`src/rtl/mcparc_mem_arbiter.sv`:
```
// Round-robin 2:1 merge of imem/dmem request streams onto one memory port, with
// in-order tag queue routing responses back to the issuing port; zero-latency both ways.
module mcparc_mem_arbiter #(
   parameter int p_req_sz  = 67,
   parameter int p_resp_sz = 35,
   parameter int p_max_out = 4
) (
   input  logic                         clk,
   input  logic                         reset,

   input  logic [p_req_sz-1:0]          req0_msg,
   input  logic                         req0_val,
   output logic                         req0_rdy,

   input  logic [p_req_sz-1:0]          req1_msg,
   input  logic                         req1_val,
   output logic                         req1_rdy,

   output logic [p_resp_sz-1:0]         resp0_msg,
   output logic                         resp0_val,
   input  logic                         resp0_rdy,

   output logic [p_resp_sz-1:0]         resp1_msg,
   output logic                         resp1_val,
   input  logic                         resp1_rdy,

   output logic [p_req_sz-1:0]          memreq_msg,
   output logic                         memreq_val,
   input  logic                         memreq_rdy,

   input  logic [p_resp_sz-1:0]         memresp_msg,
   input  logic                         memresp_val,
   output logic                         memresp_rdy,

   output logic [$clog2(p_max_out):0]   outstanding,
   output logic                         err
);

   localparam int c_ptr_w = $clog2(p_max_out);
   localparam int c_cnt_w = c_ptr_w + 1;
   localparam logic [c_cnt_w-1:0] c_max = c_cnt_w'(p_max_out);

   logic                 last;
   logic [p_max_out-1:0] tags;
   logic [c_ptr_w-1:0]   wr_ptr;
   logic [c_ptr_w-1:0]   rd_ptr;
   logic [c_cnt_w-1:0]   count;

   logic full;
   logic empty;
   logic any_val;
   logic sel;
   logic push;
   logic pop;
   logic head;

   assign full    = (count == c_max);
   assign empty   = (count == '0);
   assign any_val = req0_val | req1_val;

   // On a tie the port that did not win last time goes; otherwise whoever is valid.
   assign sel = (req0_val & req1_val) ? ~last : req1_val;

   // Gating with reset keeps every request-side valid low while reset is held.
   assign memreq_val = reset & any_val & ~full;
   assign memreq_msg = sel ? req1_msg : req0_msg;
   assign req0_rdy   = memreq_val & ~sel & memreq_rdy;
   assign req1_rdy   = memreq_val &  sel & memreq_rdy;
   assign push       = memreq_val & memreq_rdy;

   // Response steering uses only registered queue state (head tag, empty).
   assign head        = tags[rd_ptr];
   assign resp0_msg   = memresp_msg;
   assign resp1_msg   = memresp_msg;
   assign resp0_val   = ~empty & ~head & memresp_val;
   assign resp1_val   = ~empty &  head & memresp_val;
   assign memresp_rdy = empty | (head ? resp1_rdy : resp0_rdy);
   assign pop         = memresp_val & memresp_rdy & ~empty;

   assign outstanding = count;

   always_ff @(posedge clk or negedge reset) begin
      if (!reset) begin
         last   <= 1'b1;
         tags   <= '0;
         wr_ptr <= '0;
         rd_ptr <= '0;
         count  <= '0;
         err    <= 1'b0;
      end else begin
         if (push) begin
            tags[wr_ptr] <= sel;
            wr_ptr       <= wr_ptr + c_ptr_w'(1);
            last         <= sel;
         end
         if (pop) begin
            rd_ptr <= rd_ptr + c_ptr_w'(1);
         end
         case ({push, pop})
            2'b10:   count <= count + c_cnt_w'(1);
            2'b01:   count <= count - c_cnt_w'(1);
            default: count <= count;
         endcase
         // A response with nothing outstanding is swallowed and flagged until reset.
         if (memresp_val && empty) begin
            err <= 1'b1;
         end
      end
   end

endmodule

```
`config.mk`:
```
export PLATFORM = sky130hd
export DESIGN_NAME = mcparc_mem_arbiter
export DESIGN_NICKNAME = d
export VERILOG_FILES = /design/src/rtl/mcparc_mem_arbiter.sv
export SDC_FILE = /design/constraint.sdc
export NUM_CORES = 1
export LEC_CHECK = 0
export ABC_CLOCK_PERIOD_IN_PS = 2110
export BUFFER_PORTS_ARGS = -buffer_cell sky130_fd_sc_hd__buf_2
export CORE_AREA = 2 2 125 127
export DETAILED_ROUTE_END_ITERATION = 8
export DIE_AREA = 0 0 127 129
export PLACE_DENSITY_LB_ADDON = 0.2
export SETUP_SLACK_MARGIN = 0.5
export SLEW_MARGIN = 20
export SYNTH_ARGS = -nofsm -noshare
export SYNTH_HDL_FRONTEND = slang
export SYNTH_SLANG_ARGS = --single-unit
```
`constraint.sdc`:
```
create_clock -name clk -period 2.11 [get_ports clk]
set_clock_uncertainty 0.2 [all_clocks]
set_input_delay 0.422 -clock clk [delete_from_list [all_inputs] [get_ports clk]]
set_output_delay 0.422 -clock clk [all_outputs]
set_load 0.02 [all_outputs]
```
==> impl_metrics.json <==
{
  "status": "finished with violations",
  "violations": "setup timing",
  "numCtsBuffers": 3,
  "finalCriticalPeriod_ns": 2.365,
  "setup_violations": 74,
  "cp_data_required_time_ns": 1.49,
  "core_area_sq_um": 14980,
  "hp-class": "primary input to flop",
  "drt_iter0_markers": 27,
  "critPathKind": "flop to primary output",
  "track_usage_pct": 9.054,
  "fmaxAchievable_mhz": 422.8,
  "dieArea_sq_um": 16380,
  "crit_chain": "a21boi_4 > buf_12 > clkbuf_16 > mux2_4 > buf_2",
  "grt_max_degree": 18,
  "routed_wl_mm": 9.313,
  "io_buffers": 218,
  "slowest_delay_ns": 0.38,
  "finalCritPeriodShare_pct": 112.1,
  "yosysWarnings": 0,
  "htreeDepth": 1,
  "multi_input_area_sq_um": 1524,
  "layout.nets": 598,
  "hold_viol": 0,
  "crit_family": "buffers and inverters",
  "grt_antenna_before_repair": 3,
  "finish.instance_area_sq_um": 4454,
  "ctsRootBufferMaster": "clkbuf_16",
  "routabilityCongestion": 0.7185,
  "ant_nets": 0,
  "ios": 324,
  "ctsLongestPathBuffers": 2,
  "arrival_ns": 1.74,
  "drv_slew": 0,
  "synth_fp_nets": 397,
  "syn_to_final_growth_pct": 114.3,
  "overflow": 0,
  "rsz0062_at_grt": "yes",
  "mostFrequentLayoutCell": "buf_2",
  "avgSynthCellArea_sq_um": 9.711,
  "dp_hpwl_mm": 7.400,
  "vdd_drop_max_uv": 577.8,
  "fill_cells": 1537,
  "synth_cell_types": 27,
  "path_max_fanout": 8,
  "holdWs_ns": 0.2572,
  "drc": 0,
  "cts_tree": "done",
  "placed_cell_area_sq_um": 3396,
  "slowest_stage": "dfstp_2",
  "num_rows": 45,
  "num_vias": 2253,
  "power_mw": 3.746,
  "drive_gt1_share_pct": 90.34,
  "ys_seq_area_share_pct": 15.71,
  "drtPass1Iterations": 4,
  "grt_pass1_vias": 2128,
  "cts_sinks": 13,
  "regArea_sq_um": 329.1,
  "start_kind": "flop",
  "die_h_um": 129,
  "grt_pass1_wl_mm": 11.65,
  "worst_pin_slew_ns": 0.2828,
  "final_cell_mix": "148 x buf_2, 88 x buf_6, 71 x mux2_4",
  "wire_per_inst_um": 15.47,
  "max_slew_margin_pct": 81.10,
  "die_w_um": 127,
  "worst_slack_ns": -0.2553,
  "insertion_delay_ns": 0.24,
  "n_antenna_cell": 0,
  "synth_area_sq_um": 2078,
  "maxCapViolations": 0,
  "path_buf_inv": 3,
  "end_kind": "primary output",
  "p_per_area_nw_per_um2": 841.1,
  "synth_seq_cells": 13,
  "setup-tns-final_ns": -14.87,
  "start_util_pct": 13.88,
  "clk_pin_slew_ns": 0.05,
  "syn-instance-count": 214,
  "leakagePower_nw": 2.363,
  "via_per_inst": 3.743
}
[cell families after synthesis]
kind of cell | after synthesis | share of synthesized area (%)
buffers and inverters | 86 | 28.66
muxes | 77 | 42.08
and+or+nand+nor | 17 | 3.854
DFF | 13 | 15.71
AOI/OAI and AO/OA | 10 | 3.612
adders and majority gates | 6 | 3.974
xor gates and xnor gates | 5 | 2.108
[Yosys cell counts]
master | n | area share [%]
mux2_4 | 4 | 2.9
or3_2 | 1 | 0.36
mux2_2 | 67 | 36
fa_1 | 1 | 0.96
nor3b_1 | 1 | 0.36
xnor2_1 | 2 | 0.84
nor2_2 | 1 | 0.30
buf_4 | 70 | 25
xor2_1 | 3 | 1.3
dfrtp_1 | 12 | 14
a21boi_0 | 1 | 0.36
mux2i_1 | 6 | 2.9
ha_1 | 5 | 3.0
dfstp_2 | 1 | 1.3
o31ai_1 | 1 | 0.36
a21o_1 | 1 | 0.36
a211oi_4 | 1 | 0.96
nor2b_1 | 1 | 0.30
buf_2 | 8 | 1.9
inv_1 | 8 | 1.4
o21ai_1 | 1 | 0.24
nor2_1 | 4 | 0.72
o21bai_1 | 1 | 0.36
o21ai_0 | 3 | 0.72
a21oi_1 | 1 | 0.24
nand2_1 | 8 | 1.4
and2_2 | 1 | 0.36
[area by class of cell]
| cell class | count | share of cell area, % |
|---|---|---|
| clock buffers | 4 | 1.770 |
| flip-flops and latches | 13 | 7.388 |
| well taps | 188 | 5.281 |
| repair buffers | 274 | 50.67 |
| multi-input cells | 115 | 34.21 |
| inverters | 8 | 0.6742 |
[metrics by stage]
step / instances / worst slack (ns) / util, %
global placement: 570 / -0.1646 / 22.67
finish: 602 / -0.2553 / 29.74
global route: 602 / -0.4267 / 29.74
floorplan: 214 / -0.1594 / -
CTS: 583 / -0.2283 / 25.34
detailed placement: 570 / -0.2423 / 22.67
[worst min-delay path, cell delays in order]
cell and delay (ns):
buf_2 0.12, inv_1 0.05, o21bai_1 0.06
[metal layers]
layer,share of wire [%],track usage [%]
met1,38,10.99
met2,50,15.46
met4,0.34,1.228
met5,0.14,0
met3,11,3.742
[report_power, final]
group,total (mW),switching [mW],internal [mW]
combinational,2.91,1.16,1.74
clock,0.358,0.103,0.255
sequential,0.480,0.100,0.380
total,3.75,1.37,2.38
[path summary, 6_finish.rpt]
path	to	startpoint	cells past startpoint	slack (ns)
max in group asynchronous	last$_DFFE_PN1P_	reset	3	0.97
setup / recovery	memreq_msg[32]	last$_DFFE_PN1P_	5	-0.26
min in group asynchronous	tags[2]$_DFFE_PN0P_	reset	3	0.50
setup reg to reg	outstanding[2]$_DFFE_PN0P_	rd_ptr[1]$_DFFE_PN0P_	10	-0.24
hold / removal	err$_DFFE_PN0P_	memresp_val	3	0.26
hold reg to reg	err$_DFFE_PN0P_	err$_DFFE_PN0P_	1	0.28
[what timing repair did]
| item | in CTS | in global routing |
|---|---|---|
| hold buffers | 1 | 0 |
| resized for setup | 78 | 118 |
| endpoints found under the setup margin | 81 | 82 |
| hold endpoints to repair | 12 | 0 |
| cloned | 0 | 7 |
| buffers inserted | 8 | 12 |
| pin swaps | 9 | 12 |
[flip-flops by register name, summed over array words and instances, names as in the netlist]
name         count
wr_ptr           2
outstanding      3
tags             4
last             1
rd_ptr           2
err              1
Power figures use the tool's default switching activity.
